===== src/rtl/dm_lsu_pkg.sv =====
// dm_lsu_pkg: shared types and constants for the data-memory load/store unit.
//   state_e   - LSU FSM state encoding
//   size_e    - access size encoding carried on req_size
//   misaligned() - alignment check for a given size and byte offset
package dm_lsu_pkg;

    localparam int unsigned ADDR_W_DEF = 12;
    localparam int unsigned DATA_W_DEF = 64;

    typedef enum logic [1:0] {
        IDLE  = 2'd0,
        READ  = 2'd1,
        WRITE = 2'd2,
        RESP  = 2'd3
    } state_e;

    typedef enum logic [1:0] {
        SZ_B = 2'b00,
        SZ_H = 2'b01,
        SZ_W = 2'b10,
        SZ_D = 2'b11
    } size_e;

    function automatic logic misaligned(input size_e sz, input logic [2:0] off);
        logic bad;
        case (sz)
            SZ_B:    bad = 1'b0;
            SZ_H:    bad = off[0];
            SZ_W:    bad = |off[1:0];
            default: bad = |off;
        endcase
        return bad;
    endfunction

endpackage


===== src/rtl/dm_lsu_if.sv =====
// dm_lsu_if: request/response handshake from the core plus the data-memory bus.
//   master - core side: drives req_*, receives req_ready and rsp_*
//   slave  - LSU side: the reverse, plus drives dm_* and receives dm_dataRead
//   mem    - data-memory side: receives dm_*, drives dm_dataRead
interface dm_lsu_if
    import dm_lsu_pkg::*;
#(
    parameter int unsigned ADDR_W = ADDR_W_DEF,
    parameter int unsigned DATA_W = DATA_W_DEF
);

    logic                valid_unused_placeholder;
    logic                req_valid;
    logic                req_ready;
    logic                req_we;
    logic [ADDR_W+2:0]   req_addr;
    logic [1:0]          req_size;
    logic                req_signed;
    logic [DATA_W-1:0]   req_wdata;

    logic                rsp_valid;
    logic [DATA_W-1:0]   rsp_rdata;
    logic                rsp_err;

    logic [ADDR_W-1:0]   dm_direccion;
    logic [DATA_W-1:0]   dm_dataWrite;
    logic                dm_enableWr;
    logic                dm_bitAddress;
    logic [DATA_W-1:0]   dm_dataRead;

    assign valid_unused_placeholder = 1'b0;

    modport master (
        output req_valid, req_we, req_addr, req_size, req_signed, req_wdata,
        input  req_ready, rsp_valid, rsp_rdata, rsp_err
    );

    modport slave (
        input  req_valid, req_we, req_addr, req_size, req_signed, req_wdata,
        output req_ready, rsp_valid, rsp_rdata, rsp_err,
        output dm_direccion, dm_dataWrite, dm_enableWr, dm_bitAddress,
        input  dm_dataRead
    );

    modport mem (
        input  dm_direccion, dm_dataWrite, dm_enableWr, dm_bitAddress,
        output dm_dataRead
    );

endinterface


===== src/rtl/dm_lsu_lane.sv =====
// dm_lsu_lane: combinational byte-lane logic (little-endian).
//   rd_word  - 64-bit word read from data memory
//   offset   - byte offset within the word
//   size     - access size
//   sign_ext - sign-extend (1) or zero-extend (0) load data
//   wdata    - right-aligned store data
//   ld_data  - addressed lanes of rd_word, extended to 64 bits
//   st_word  - rd_word with wdata merged into the addressed lanes
module dm_lsu_lane
    import dm_lsu_pkg::*;
(
    input  logic [63:0] rd_word,
    input  logic [2:0]  offset,
    input  size_e       size,
    input  logic        sign_ext,
    input  logic [63:0] wdata,
    output logic [63:0] ld_data,
    output logic [63:0] st_word
);

    logic [5:0]  shift;
    logic [63:0] lane;
    logic [63:0] mask;
    logic [63:0] mask_sh;

    always_comb begin
        shift = {offset, 3'b000};
        lane  = rd_word >> shift;
        case (size)
            SZ_B: begin
                ld_data = sign_ext ? {{56{lane[7]}}, lane[7:0]} : {56'd0, lane[7:0]};
                mask    = 64'h0000_0000_0000_00FF;
            end
            SZ_H: begin
                ld_data = sign_ext ? {{48{lane[15]}}, lane[15:0]} : {48'd0, lane[15:0]};
                mask    = 64'h0000_0000_0000_FFFF;
            end
            SZ_W: begin
                ld_data = sign_ext ? {{32{lane[31]}}, lane[31:0]} : {32'd0, lane[31:0]};
                mask    = 64'h0000_0000_FFFF_FFFF;
            end
            default: begin
                ld_data = lane;
                mask    = '1;
            end
        endcase
        mask_sh = mask << shift;
        st_word = (rd_word & ~mask_sh) | ((wdata << shift) & mask_sh);
    end

endmodule


===== src/rtl/dm_lsu.sv =====
// dm_lsu: load/store unit between the core and a 64-bit word data memory.
//   clk, rst_n - clock and asynchronous active-low reset
//   bus        - dm_lsu_if.slave: core request/response and DM bus
// Loads read one word and extract the addressed lanes; partial stores do a
// read-modify-write; double stores write directly; misaligned requests
// respond with rsp_err and touch nothing.
module dm_lsu
    import dm_lsu_pkg::*;
#(
    parameter int unsigned ADDR_W = ADDR_W_DEF,
    parameter int unsigned DATA_W = DATA_W_DEF
)(
    input logic     clk,
    input logic     rst_n,
    dm_lsu_if.slave bus
);

    state_e              state_q, state_d;
    logic [ADDR_W+2:0]   addr_q, addr_d;
    size_e               size_q, size_d;
    logic                sign_q, sign_d;
    logic                we_q, we_d;
    logic [DATA_W-1:0]   wdata_q, wdata_d;
    logic [DATA_W-1:0]   rdata_q, rdata_d;
    logic                err_q, err_d;

    logic [63:0]         ld_data;
    logic [63:0]         st_word;
    size_e               req_size_e;

    assign req_size_e = size_e'(bus.req_size);

    dm_lsu_lane u_lane (
        .rd_word  (bus.dm_dataRead),
        .offset   (addr_q[2:0]),
        .size     (size_q),
        .sign_ext (sign_q),
        .wdata    (wdata_q),
        .ld_data  (ld_data),
        .st_word  (st_word)
    );

    always_ff @(posedge clk or negedge rst_n) begin
        if (!rst_n) begin
            state_q <= IDLE;
            addr_q  <= '0;
            size_q  <= SZ_B;
            sign_q  <= 1'b0;
            we_q    <= 1'b0;
            wdata_q <= '0;
            rdata_q <= '0;
            err_q   <= 1'b0;
        end else begin
            state_q <= state_d;
            addr_q  <= addr_d;
            size_q  <= size_d;
            sign_q  <= sign_d;
            we_q    <= we_d;
            wdata_q <= wdata_d;
            rdata_q <= rdata_d;
            err_q   <= err_d;
        end
    end

    // wdata_q doubles as the write buffer: READ replaces it with the merged
    // word so WRITE always drives dm_dataWrite from the same register.
    always_comb begin
        state_d = state_q;
        addr_d  = addr_q;
        size_d  = size_q;
        sign_d  = sign_q;
        we_d    = we_q;
        wdata_d = wdata_q;
        rdata_d = rdata_q;
        err_d   = err_q;
        case (state_q)
            IDLE: begin
                if (bus.req_valid) begin
                    addr_d  = bus.req_addr;
                    size_d  = req_size_e;
                    sign_d  = bus.req_signed;
                    we_d    = bus.req_we;
                    wdata_d = bus.req_wdata;
                    if (misaligned(req_size_e, bus.req_addr[2:0])) begin
                        err_d   = 1'b1;
                        rdata_d = '0;
                        state_d = RESP;
                    end else begin
                        err_d   = 1'b0;
                        state_d = (bus.req_we && req_size_e == SZ_D) ? WRITE : READ;
                    end
                end
            end
            READ: begin
                if (we_q) begin
                    wdata_d = st_word;
                    state_d = WRITE;
                end else begin
                    rdata_d = ld_data;
                    state_d = RESP;
                end
            end
            WRITE:   state_d = RESP;
            RESP:    state_d = IDLE;
            default: state_d = IDLE;
        endcase
    end

    always_comb begin
        bus.req_ready     = (state_q == IDLE);
        bus.rsp_valid     = (state_q == RESP);
        bus.rsp_err       = (state_q == RESP) && err_q;
        bus.rsp_rdata     = rdata_q;
        bus.dm_enableWr   = (state_q == WRITE);
        bus.dm_bitAddress = (state_q == WRITE);
        bus.dm_direccion  = addr_q[ADDR_W+2:3];
        bus.dm_dataWrite  = wdata_q;
    end

endmodule


===== src/flat_wrapper.sv =====
// flat-port wrapper written by rule: the top's interface ports become plain ports
module dm_lsu_flat import dm_lsu_pkg::*;
#(
    parameter int unsigned ADDR_W = ADDR_W_DEF,
    parameter int unsigned DATA_W = DATA_W_DEF
)
  (clk, rst_n, bus_req_valid, bus_req_we, bus_req_addr, bus_req_size, bus_req_signed, bus_req_wdata, bus_req_ready, bus_rsp_valid, bus_rsp_rdata, bus_rsp_err, bus_dm_direccion, bus_dm_dataWrite, bus_dm_enableWr, bus_dm_bitAddress, bus_dm_dataRead);
  dm_lsu_if #(.ADDR_W(ADDR_W), .DATA_W(DATA_W)) bus_i ();
  input logic clk;
  input logic rst_n;
  input wire logic [$bits(bus_i.req_valid)-1:0] bus_req_valid;
  input wire logic [$bits(bus_i.req_we)-1:0] bus_req_we;
  input wire logic [$bits(bus_i.req_addr)-1:0] bus_req_addr;
  input wire logic [$bits(bus_i.req_size)-1:0] bus_req_size;
  input wire logic [$bits(bus_i.req_signed)-1:0] bus_req_signed;
  input wire logic [$bits(bus_i.req_wdata)-1:0] bus_req_wdata;
  output wire logic [$bits(bus_i.req_ready)-1:0] bus_req_ready;
  output wire logic [$bits(bus_i.rsp_valid)-1:0] bus_rsp_valid;
  output wire logic [$bits(bus_i.rsp_rdata)-1:0] bus_rsp_rdata;
  output wire logic [$bits(bus_i.rsp_err)-1:0] bus_rsp_err;
  output wire logic [$bits(bus_i.dm_direccion)-1:0] bus_dm_direccion;
  output wire logic [$bits(bus_i.dm_dataWrite)-1:0] bus_dm_dataWrite;
  output wire logic [$bits(bus_i.dm_enableWr)-1:0] bus_dm_enableWr;
  output wire logic [$bits(bus_i.dm_bitAddress)-1:0] bus_dm_bitAddress;
  input wire logic [$bits(bus_i.dm_dataRead)-1:0] bus_dm_dataRead;
  assign bus_i.req_valid = bus_req_valid;
  assign bus_i.req_we = bus_req_we;
  assign bus_i.req_addr = bus_req_addr;
  assign bus_i.req_size = bus_req_size;
  assign bus_i.req_signed = bus_req_signed;
  assign bus_i.req_wdata = bus_req_wdata;
  assign bus_req_ready = bus_i.req_ready;
  assign bus_rsp_valid = bus_i.rsp_valid;
  assign bus_rsp_rdata = bus_i.rsp_rdata;
  assign bus_rsp_err = bus_i.rsp_err;
  assign bus_dm_direccion = bus_i.dm_direccion;
  assign bus_dm_dataWrite = bus_i.dm_dataWrite;
  assign bus_dm_enableWr = bus_i.dm_enableWr;
  assign bus_dm_bitAddress = bus_i.dm_bitAddress;
  assign bus_i.dm_dataRead = bus_dm_dataRead;
  dm_lsu #(.ADDR_W(ADDR_W), .DATA_W(DATA_W)) u_core (.clk(clk), .rst_n(rst_n), .bus(bus_i));
endmodule

===== config.mk =====
export PLATFORM = sky130hd
export DESIGN_NAME = dm_lsu_flat
export DESIGN_NICKNAME = d
export VERILOG_FILES = /design/src/rtl/dm_lsu_pkg.sv /design/src/rtl/dm_lsu_if.sv /design/src/rtl/dm_lsu_lane.sv /design/src/rtl/dm_lsu.sv /design/src/flat_wrapper.sv
export SDC_FILE = /design/constraint.sdc
export NUM_CORES = 1
export LEC_CHECK = 0
export CORE_ASPECT_RATIO = 0.8
export CORE_UTILIZATION = 25
export DETAILED_ROUTE_END_ITERATION = 6
export PLACE_DENSITY = 0.5
export SLEW_MARGIN = 20
export SYNTH_ARGS = -nofsm -noshare
export SYNTH_HDL_FRONTEND = slang
export SYNTH_SLANG_ARGS = --single-unit

===== constraint.sdc =====
create_clock -name clk -period 2.9 [get_ports clk]
set_input_delay 0.725 -clock clk [delete_from_list [all_inputs] [get_ports clk]]
set_output_delay 0.725 -clock clk [all_outputs]
set_load 0.01 [all_outputs]

==> results of run 1 <==
## routing by layer
layer	wire length, um	up-vias	global-route usage [%]	part of all wire (%)
met5	22	-	0	0.041
met4	1020	4	6.42	1.9
met3	4540	59	5.84	8.5
met2	22900	540	36.7	43
met1	25200	5453	36.2	47
li1	-	4843	-	-
## cells by family (layout without fill, tap and decap cells)
group                    count (synthesis)  after routing  share of synthesized area [%]
AO/OA/AOI/OAI                          423            423                           26.0
adder cells (fa/ha/maj)                  4              4                          0.475
buffers and inverters                  140            438                           6.90
flip-flops                             150            150                           35.6
multiplexers                           191            191                           21.3
other                                    0              1                              0
AND/OR/NAND/NOR                        233            233                           9.70
## cells in the final DEF, fill, tap and decap left out, drive strengths merged, types with 7 or more instances in the layout
cell type,synthesis,final
clkdlybuf4s50,0,293
o21ai,153,153
dfrtp,150,150
nand2,128,128
mux2i,123,123
buf,66,84
a21oi,60,60
mux2,46,46
o22ai,43,43
nor2,43,43
inv,29,30
a22oi,28,28
a211oi,27,27
mux4,22,22
clkbuf,45,22
a31oi,20,20
nand3,17,17
o211ai,16,16
nand2b,12,12
or2,11,11
a21o,10,10
o2bb2ai,8,8
a2bb2oi,8,8
a221oi,8,8
a221o,7,7
o311ai,7,7
nor3,7,7
## metrics by stage
| step | hold WS (ns) | power (mW) | setup WS (ns) | std cells |
|---|---|---|---|---|
| 3_3_place_gp | 0.469 | 16.6 | 0.127 | 1951 |
| 6_report | 0.277 | 19.2 | 0.187 | 1984 |
| 4_1_cts | 0.273 | 19.1 | 0.171 | 1983 |
| 2_1_floorplan | 0.429 | 11.2 | 0.744 | 1141 |
| 3_5_place_dp | 0.468 | 16.7 | 0.0428 | 1951 |
| 5_1_grt | 0.307 | 20.3 | 0.0957 | 1983 |
## final cells by class
class	count	area [um^2]
inverters	29	109
clock inverters	10	146
clock buffers	22	464
diodes	1	2.50
well taps	544	681
fillers	4172	26100
repair buffers	377	3740
flip-flops and latches	150	3760
multi-input cells	851	6080
## worst min-delay path by stage
stage | start | to | slack [ns] | cells after the start
2_1_floorplan | rst_n | async pin | 0.43 | 0
3_3_place_gp | u_core.bus.rsp_rdata[48] | u_core.bus.rsp_rdata[48] | 0.47 | 2
3_5_place_dp | u_core.bus.rsp_rdata[40] | u_core.bus.rsp_rdata[40] | 0.47 | 2
4_1_cts | rst_n | async pin | 0.27 | 1
5_1_grt | rst_n | async pin | 0.31 | 1
6_report | rst_n | async pin | 0.28 | 1
## cells in the mapped netlist, drive strengths merged (10+ instances only)
cell type    n  area [um^2]
a211oi      27          208
a21o        10         75.1
a21oi       60          304
a22oi       28          215
a31oi       20          125
buf         66          449
clkbuf      45          170
dfrtp      150         3750
inv         29          109
mux2        46          522
mux2i      123         1230
mux4        22          495
nand2      128          480
nand2b      12         75.1
nand3       17         85.1
nor2        43          166
o211ai      16          125
o21ai      153          811
o22ai       43          269
or2         11         71.3
## critical path, cell delays in order (launching register included)
cell and delay [ns]:
sky130_fd_sc_hd__dfrtp_1 0.41, sky130_fd_sc_hd__inv_1 0.12, sky130_fd_sc_hd__ha_1 0.39, sky130_fd_sc_hd__clkdlybuf4s50_1 0.61
## power breakdown
group	internal (mW)	total, mW	switching (mW)
sequential	3.07	4.44	1.37
clock	1.41	2.39	0.986
combinational	5.54	12.4	6.84
==> summary.txt, run 1 <==
Run status
  – Result of the run: finished, final reports clean

Clock tree
  – Deepest level of the CTS H-tree: 4
  – Count of instances resized after the clock tree is built: 0
  – TritonCTS clock tree: built
  – Insertion delay of the later-clocked pin in the worst-skew pair: 0.46 ns
  – Cts hold-fix bufs: 0
  – Count of buffers added by post-CTS timing repair for setup: 0
  – Clock transition at the register clock pins on the worst setup and hold paths after CTS: 0.07 ns
  – CTS root buf: sky130_fd_sc_hd__clkbuf_16
  – Sink Count: 150
  – CTS max path bufs: 2
  – CTS buffer count: 17

Synth
  – Syn avg cell area: 9.24 um^2
  – Number of enable flip-flop cells after synthesis: 0
  – Sequential-to-total area share from yosys stat: 35.6%
  – Synthesized net count: 1295
  – Yosys cell types: 66
  – Post-synthesis cell count: 1141
  – Count of warnings emitted by yosys: 0
  – Ys async rst share: 100%
  – Netlist Area Pre-Place: 0.0105 mm^2
  – Primary flip-flop cell chosen by synthesis mapping: sky130_fd_sc_hd__dfrtp_1
  – Register bit count reported by yosys: 150

Power and ir drop
  – Leakage power total: 6.11 nW
  – PwrDens: 1280 mW/mm^2
  – Peak supply drop: 0.502 mV

Floorplan
  – Initial standard-cell utilization of the core: 25.6%
  – Die height: 186 um
  – Rows: 66
  – CORE AREA: 0.0411 mm^2
  – Area of the die: 0.0430 mm^2
  – Number of placed I/O pins: 295
  – Horizontal die dimension: 232 um

STA
  – Final Hold Violating Endpoints: 0
  – Max-slew violations: 0
  – RSZ-0062 raised after global routing: false
  – Slew of the pin with the lowest slew margin: 0.850 ns
  – Highest Clock Rate: 369 MHz
  – Tmin final: 2.71 ns
  – Number of failing setup endpoints in the final timing report: 0
  – Relative slew slack: 43.0%
  – Summed negative setup slack over all endpoints: 0 ns
  – Fin crit share: 93.5%
  – Worst clock skew on the final layout: 0.0142 ns

Global routing
  – Maximum number of pins on one net before global-route repair: 78
  – Antenna violations before repair: 3
  – Vias in the first global route: 10.5k
  – Aggregate global-route resource usage: 24.9%
  – Overall overflow remaining after global route: 0
  – First-pass GRT wire length: 76600 um

Drt
  – DRC violations left: 0
  – Initial drt markers: 1392
  – Routed Antenna Nets: 0
  – Number of vias in the routed layout: 10.9k
  – Number of detailed-routing iterations run before antenna repair: 5
  – Routed via count divided by cell count: 5.49
  – Post-detailed-route wirelength per cell: 27.1 um
  – Wirelength, routed: 53700 um

Hold path
  – Min-delay worst type: in -> async

Placed design
  – Count of input and output buffers: 294
  – Gpl congestion: 0.956
  – Sum of net half-perimeters after detailed placement: 42500 um
  – Cell area after placement: 0.0144 mm^2

Setup path
  – Capturing instance or port of the critical path: bus_req_ready
  – Endpoint arrival time on the critical path: 1.99 ns
  – Worst reg2reg setup slack: 0.42 ns
  – Endpoint of the worst register-to-register path: u_core.bus.dm_dataWrite[24]
  – Source of the worst register-to-register timing path: u_core.addr_q[1]
  – Startpoint types: flip-flop
  – Crit. Startpoint: u_core.state_q[0]
  – Data required time at the worst endpoint: 2.17 ns
  – R2r worst-path depth: 6
  – Maximum fanout along the worst path: 10
  – Endpoint type of the worst setup path: primary output
  – Worst Setup Path Type: reg -> out

Finish
  – Share of post-route cells with drive strength above 1: 15.4%
  – Final layout net count: 1580
  – Layout Utilization: 36.4%
  – Relative area change from synthesis to final layout: 42.1%
  – Final design area excluding fillers: 0.0150 mm^2

Run
  – Max capacitance violation total: 0
Power figures use the tool's default switching activity.
==> run 2, diff against run 1 <==
- MAX_ROUTING_LAYER: not set -> met4
- PLACE_DENSITY: 0.5 -> not set
- SLEW_MARGIN: 20 -> not set
==> run 2 against run 1 <==
  * Global-route usage up 0.055 points
  * Maximum frequency rose by 0.22%
  * Combinational power about the same
  * Via count shrank 0.28%
  * Setup slack gained 0.0061 ns
  * Power fell by 0.95%
  * Register-to-register slack worse by 0.09 ns
==> summary.txt, run 2 (synthesis gave the netlist of run 1 again) <==
Floorplan
  – Die height: 186 um
  – Area of the die: 0.0430 mm^2
  – CORE AREA: 0.0411 mm^2
  – Rows: 66
  – Horizontal die dimension: 232 um
  – Initial standard-cell utilization of the core: 25.6%
  – Number of placed I/O pins: 295

Finish
  – Share of post-route cells with drive strength above 1: 14.8%
  – Layout Utilization: 36.1%
  – Most common library cell in the layout ignoring fill and taps: sky130_fd_sc_hd__clkdlybuf4s50_1
  – Final layout net count: 1569
  – Non-filler instance count after layout: 1974
  – Filler Cell Count: 4194
  – Most frequent cells in the layout: sky130_fd_sc_hd__clkdlybuf4s50_1 (293), sky130_fd_sc_hd__dfrtp_1 (147), sky130_fd_sc_hd__nand2_1 (128), sky130_fd_sc_hd__mux2i_1 (123), sky130_fd_sc_hd__o21ai_0 (123)
  – Relative area change from synthesis to final layout: 40.7%

Clock tree
  – Cts hold-fix bufs: 0
  – Deepest level of the CTS H-tree: 4
  – Insertion delay of the later-clocked pin in the worst-skew pair: 0.46 ns
  – CTS buffer count: 17
  – Count of buffers added by post-CTS timing repair for setup: 0
  – CTS max path bufs: 2
  – TritonCTS clock tree: built
  – Count of instances resized after the clock tree is built: 0
  – Sink Count: 150
  – Clock transition at the register clock pins on the worst setup and hold paths after CTS: 0.07 ns
  – CTS root buf: sky130_fd_sc_hd__clkbuf_16

STA
  – Fin crit share: 93.3%
  – Number of failing setup endpoints in the final timing report: 0
  – Worst setup margin: 0.193 ns
  – Tmin final: 2.71 ns
  – Max-slew violations: 0
  – RSZ-0062 raised after global routing: false
  – Slew of the pin with the lowest slew margin: 0.702 ns
  – Final worst hold slack: 0.229 ns
  – Final Hold Violating Endpoints: 0
  – Highest Clock Rate: 369 MHz
  – Summed negative setup slack over all endpoints: 0 ns
  – Relative slew slack: 52.6%
  – Worst clock skew on the final layout: 0.0127 ns

Global routing
  – Maximum number of pins on one net before global-route repair: 77
  – Antenna violations before repair: 2
  – First-pass GRT wire length: 74800 um
  – Aggregate global-route resource usage: 25.0%
  – Vias in the first global route: 10.5k
  – Overall overflow remaining after global route: 0

Power and ir drop
  – PwrDens: 1280 mW/mm^2
  – Leakage power total: 6.01 nW
  – Peak supply drop: 0.597 mV

Hold path
  – Min-delay worst type: in -> async

Placed design
  – Gpl congestion: 1.04
  – Count of input and output buffers: 294
  – Placement Setup Slack: 0.0731 ns
  – Sum of net half-perimeters after detailed placement: 41500 um
  – Placed cells: 1940

Setup path
  – Maximum fanout along the worst path: 10
  – Endpoint arrival time on the critical path: 1.98 ns
  – Data required time at the worst endpoint: 2.17 ns
  – Critical path cell sequence: inv_1 -> ha_1 -> clkdlybuf4s50_1
  – Crit-path max cell delay: 0.63 ns
  – Critical-path cell with the highest stage delay: sky130_fd_sc_hd__clkdlybuf4s50_1
  – Startpoint types: flip-flop
  – Worst Setup Path Type: reg -> out
  – Worst reg2reg setup slack: 0.33 ns
  – Endpoint type of the worst setup path: primary output

Drt
  – Initial drt markers: 1472
  – Routed via count divided by cell count: 5.51
  – Number of vias in the routed layout: 10.9k
  – Wirelength, routed: 52400 um
  – Post-detailed-route wirelength per cell: 26.6 um
  – Routed Antenna Nets: 0
  – DRC violations left: 0
  – Number of detailed-routing iterations run before antenna repair: 5

Run status
  – Result of the run: finished, final reports clean

Run
  – Max capacitance violation total: 0
## run 2: cell count changes in the layout (fill, tap and decap cells not counted), sizes merged
cell | before | now
clkinvlp | 1 | 3
inv | 30 | 31
clkbuf | 22 | 21
diode | 1 | 2
clkinv | 5 | 3
buf | 84 | 73
## run 2: final timing paths
kind / endpoint / depth (start not counted) / from
setup reg to reg: u_core.bus.rsp_rdata[34] / 7 / u_core.addr_q[0]
setup / recovery: bus_req_ready / 3 / u_core.state_q[0]
min in group clk: u_core.bus.rsp_rdata[1] / 2 / u_core.bus.rsp_rdata[1]
max in group asynchronous: u_core.addr_q[11] / 2 / rst_n
hold / removal: async pin / 1 / rst_n
hold reg to reg: u_core.bus.rsp_rdata[1] / 2 / u_core.bus.rsp_rdata[1]
## run 2: final cells by class
| cell class | count | area (um^2) | share of cell area [%] |
|---|---|---|---|
| Antenna cell | 2 | 5.00 | 0.0337 |
| Clock inverter | 11 | 149 | 1.00 |
| Multi-Input combinational cell | 851 | 6080 | 41.0 |
| Inverter | 29 | 109 | 0.734 |
| Tap cell | 544 | 681 | 4.59 |
| Timing Repair Buffer | 366 | 3600 | 24.2 |
| Clock buffer | 21 | 450 | 3.04 |
| Sequential cell | 150 | 3760 | 25.4 |
## run 2: stage by stage
stage | cell area, um^2 | total power, mW
CTS | 14800 | 18.9
detailed placement | 14200 | 16.5
global route | 14800 | 20.1
global placement | 14200 | 16.4
finish | 14800 | 19.0
floorplan | 10500 | 11.2
## run 2: where the power goes
group | internal (mW) | leakage (nW) | switching [mW]
Clock | 1.38 | 0.284 | 0.982
Sequential | 3.07 | 1.88 | 1.34
Combinational | 5.43 | 3.85 | 6.83
Total | 9.89 | 6.01 | 9.15
## run 2: per-layer routing
| metal | track usage [%] | share of wire [%] | vias to the layer above |
|---|---|---|---|
| met5 | - | 0 | - |
| met4 | 7.53 | 2.5 | 0 |
| met3 | 6.56 | 9.0 | 68 |
| met2 | 35.2 | 43 | 570 |
| met1 | 34.7 | 46 | 5404 |
| li1 | - | - | 4827 |
## run 2: worst max-delay path, delay by kind of cell, from the launching register on
family	cells	cell delay, ns
flops	1	0.41
buf+inv	2	0.74
fa+ha+maj	1	0.38
==> RTL change 1 (config.mk and constraints of run 2) <==
Encoding of `state_e`: now one-hot (4 bits for 4 states).
--- a/src/rtl/dm_lsu_pkg.sv
+++ b/src/rtl/dm_lsu_pkg.sv
@@ -9,7 +9,7 @@
 
-    typedef enum logic [1:0] {
-        IDLE  = 2'd0,
-        READ  = 2'd1,
-        WRITE = 2'd2,
-        RESP  = 2'd3
+    typedef enum logic [3:0] {
+        IDLE  = 4'b0001,
+        READ  = 4'b0010,
+        WRITE = 4'b0100,
+        RESP  = 4'b1000
     } state_e;
Behaviour: same outputs for any inputs over 4 cycles, from zero or initial values and one cycle with rst_n low; so few cycles prove little.
==> RTL change 1 against run 2 <==
  * Area after synthesis is the same
  * Worst setup slack lost 63 ps
  * Sequential cell count grew 2
  * Wire length decreased by 0.97%
  * Sequential power fell by 4%
  * Final area is 0.10% lower
  * Total power down 16%
  * Register-to-register slack got worse by 170 ps
==> RTL change 1: results (changes against run 2) <==
net count of the finished layout: 1575 (+0.38%)
insertion delay to the later sink of the worst-skew pair: 460 ps (about the same)
initial antenna violation count: 4 (+2)
Routed WL per cell: 26.1 um (-1.5%)
maximum level of the CTS H-tree: 4 (unchanged)
Reg clk slew, reported paths: 70 ps (about the same)
maximum number of pins on one net before global-route repair: 65 (-16%)
Clock Tree Root: sky130_fd_sc_hd__clkbuf_16
max-slew headroom at the worst pin: 0.344 (-0.182)
aggregate negative setup slack: 0 ps (unchanged)
most used standard cells in the synthesized netlist: sky130_fd_sc_hd__dfrtp_1, sky130_fd_sc_hd__nand2_1, sky130_fd_sc_hd__nor2_1
design internal power: 8.60 mW (-13%)
number of warning messages in the yosys log: 0 (unchanged)
total half-perimeter wirelength after legalization and detailed placement: 40700 um (-2.0%)
share of synthesized flip-flops with an asynchronous set or reset: 1.00 (unchanged)
CTS Buf Count: 17 (unchanged)
total power: 16.0 mW (-16%)
primary flip-flop cell chosen by synthesis mapping: sky130_fd_sc_hd__dfrtp_1
total global-route track usage: 0.246 (-0.00350)
maximum root-to-sink buffer count: 2 (unchanged)
post-CTS setup buffer count: 0 (unchanged)
number of search-and-repair iterations in the first detailed-routing pass: 5 (unchanged)
sequential element share of the synthesized area: 0.361 (+0.00486)
outcome: finished clean
Min-Delay Path Class: primary input to async pin
IO buf count: 294 (unchanged)
RePlAce Congestion: 1.02 (-2.2%)
post-place instance area: 14200 um2 (-0.11%)
via/cell ratio: 5.54 (+0.57%)
first-pass GRT wire length: 74000 um (-1.1%)
static power due to leakage: 6.06 nW (+0.85%)
arrival time of the worst setup path: 2040 ps (+60 ps)
cell types with the largest area share after synthesis: sky130_fd_sc_hd__dfrtp_1, sky130_fd_sc_hd__mux4_2, sky130_fd_sc_hd__mux2i_1
unique cell type count in the Yosys netlist: 63 (-4.5%)
start of the worst register-to-register path: u_core.addr_q[1]
fillcell total: 4221 (+0.64%)
vias in the first global route: 10500 (+0.11%)
Critical path origin: u_core.state_q[1]
crit-path max FO: 8 (-2)
fraction of final layout cells sized beyond drive strength 1: 0.153 (+0.00534)
clock skew: 18.1 ps (+5.35 ps)
post-synth net total: 1305 (+0.77%)
VDD IR-drop max: 0.401 mV (-33%)
drt first-iter violations: 1283 (-13%)
[RTL change 1: changes by cell type after synthesis, sizes merged, moves of 14 or more]
cell           run 2  this run
a21oi             60       102
a22o               2        43
and2               4        18
clkbuf            45        60
mux2i            123        62
nand2            128       146
nor2              43       113
o21ai            153        79
o22ai             43        12
[RTL change 1: repair_timing]
action | CTS | global route
gates resized for setup | 1 | 2
cloned | 0 | 0
setup endpoints to repair | 1 | 2
hold endpoints to repair | 0 | 0
[RTL change 1: worst max-delay path, stage by stage, from the launching register on]
cell                              delay, ps
sky130_fd_sc_hd__dfrtp_1                480
sky130_fd_sc_hd__nor4b_2                380
sky130_fd_sc_hd__and2_1                 190
sky130_fd_sc_hd__clkdlybuf4s50_1        540
[RTL change 1: cells by family after synthesis]
logic type	Yosys count	synth area share
AOI/OAI and AO/OA	389	0.247
and+or+nand+nor	328	0.137
muxes	151	0.190
DFF	152	0.361
buffers and inverters	135	0.0658
[RTL change 1: per-stage QoR]
stage                util  hold slack, ps  cells  setup slack [ps]
global route        0.360             305   1985              42.5
CTS                 0.360             273   1981              28.9
floorplan               -             429   1155               799
detailed placement  0.346             465   1950              66.0
global placement    0.346             461   1950              77.7
finish              0.360             267   1985               130
[RTL change 1: path summary, 6_finish.rpt]
path	to	slack, ps	cells after the start
setup / recovery	bus_rsp_err	130	3
hold / removal	u_core.addr_q[14]	270	1
setup reg to reg	u_core.bus.dm_dataWrite[38]	160	6
hold reg to reg	u_core.addr_q[5]	480	2
max in group asynchronous	u_core.bus.rsp_rdata[57]	1870	2
min in group clk	u_core.addr_q[5]	480	2
[RTL change 1: per-layer routing]
layer	vias to the layer above	part of all wire	GRT usage
met4	0	0.029	0.0829
met1	5477	0.44	0.341
li1	4819	-	-
met5	-	0	-
met2	624	0.43	0.347
met3	72	0.097	0.0608
[RTL change 1: cell type report]
class / instances / share of cell area
repair buffers: 370 / 0.242
diodes: 4 / 0.000675
inverters: 16 / 0.00405
multi-input cells: 868 / 0.411
clock inverters: 13 / 0.0100
flip-flops and latches: 152 / 0.257
well taps: 544 / 0.0459
clock buffers: 18 / 0.0290
[RTL change 1: power groups by stage]
stage / Sequential, mW / Combinational (mW) / Clock (mW)
6_report: 4.24 / 9.46 / 2.27
3_3_place_gp: 4.21 / 9.25 / 0
2_1_floorplan: 3.79 / 5.66 / 0
4_1_cts: 4.18 / 9.34 / 2.31
3_5_place_dp: 4.21 / 9.30 / 0
5_1_grt: 4.33 / 10.0 / 2.38
==> RTL change 2 (settings of run 2) <==
Without the edit above. Set the package constant `ADDR_W_DEF` to 10 (it was 12).
--- a/src/rtl/dm_lsu_pkg.sv
+++ b/src/rtl/dm_lsu_pkg.sv
@@ -6,3 +6,3 @@
 
-    localparam int unsigned ADDR_W_DEF = 12;
+    localparam int unsigned ADDR_W_DEF = 10;
     localparam int unsigned DATA_W_DEF = 64;
Ports: changed (resized bus_dm_direccion and bus_req_addr); port bits go from 295 to 291. No check against the original RTL was run, so the function may have changed too.
==> RTL change 2 against run 2 <==
  * Total power increased by 2.6%
  * Sequential share of layout area shrank 0.21 points
  * Via count increased by 0.20%
  * Synthesized cell count increased by 0.44%
  * Area after synthesis shrank 1.8%
  * Worst setup slack improved by 35 ps
  * Wire length is 2.0% lower
  * Sequential cell count is 2 lower
  * Final area fell by 0.50%
  * First-iteration DRC count fell by 28%
  * Fmax grew 1.3%
  * Largest power group unchanged
==> RTL change 2: results (changes against run 2) <==
outcome: finished clean
Post-Place Worst Slack: 127 ps (+53.4 ps)
Sw Pwr: 9.43 mW (+3.1%)
vias in the first global route: 10600 (+0.95%)
IO buf count: 290 (-1.4%)
static power due to leakage: 5.99 nW (-0.32%)
met3 routed wirelength: 4310 um (-9.1%)
met1 routed wirelength after detailed routing: 22700 um (-5.6%)
post-route minimum period: 2670 ps (-35.2 ps)
most used standard cells in the synthesized netlist: sky130_fd_sc_hd__dfrtp_1, sky130_fd_sc_hd__o21ai_0, sky130_fd_sc_hd__mux2i_1
fraction of final layout cells sized beyond drive strength 1: 0.146 (-0.00133)
post-synth net total: 1298 (+0.23%)
met3 track demand over resource: 0.0578 (-0.00772)
clock skew: 19.7 ps (+6.95 ps)
post-place instance area: 14100 um2 (-0.73%)
unique cell type count in the Yosys netlist: 62 (-6.1%)
RePlAce Congestion: 0.976 (-6.1%)
core area: 40700 um2 (-1.0%)
fillcell total: 4139 (-1.3%)
reg-to-reg slack, setup: 420 ps (+90 ps)
total global-route track usage: 0.247 (-0.00340)
via/cell ratio: 5.48 (-0.55%)
count of buffers not belonging to the clock network in the layout: 374 (+2.2%)
arrival time of the worst setup path: 1950 ps (-30 ps)
worst hold slack after final layout: 282 ps (+53.5 ps)
multiplexer share of the synthesized area: 0.212 (-0.00108)
start of the worst register-to-register path: u_core.addr_q[1]
initial antenna violation count: 6 (+4)
number of non-clock inverters in the layout: 22 (-24%)
sequential element share of the synthesized area: 0.358 (+0.00183)
final-layout clock buffer total: 19 (-9.5%)
RTL change 2: how the worst max path moves through the flow:
stage	startpoint	end	depth (start not counted)
final	u_core.state_q[0]	bus_req_ready	3
after CTS	u_core.state_q[0]	bus_req_ready	3
after global placement	bus_dm_dataRead[31]	u_core.bus.rsp_rdata[50]	7
after floorplan	u_core.state_q[0]	register	8
after detailed placement	bus_dm_dataRead[63]	u_core.bus.rsp_rdata[51]	8
after global routing	u_core.state_q[1]	bus_req_ready	3
RTL change 2: power by group through the flow:
stage	registers [mW]	clock network, mW	logic [mW]
after floorplan	4.17	0	7.11
after global placement	4.44	0	12.3
after detailed placement	4.45	0	12.4
after CTS	4.43	2.46	12.5
after global routing	4.60	2.53	13.4
final	4.46	2.44	12.6
RTL change 2: kinds of logic after synthesis:
| logic type | count (synthesis) |
|---|---|
| buffers and inverters | 133 |
| AO/OA/AOI/OAI | 432 |
| multiplexers | 191 |
| adder cells (fa/ha/maj) | 4 |
| flip-flops | 148 |
| AND/OR/NAND/NOR | 238 |
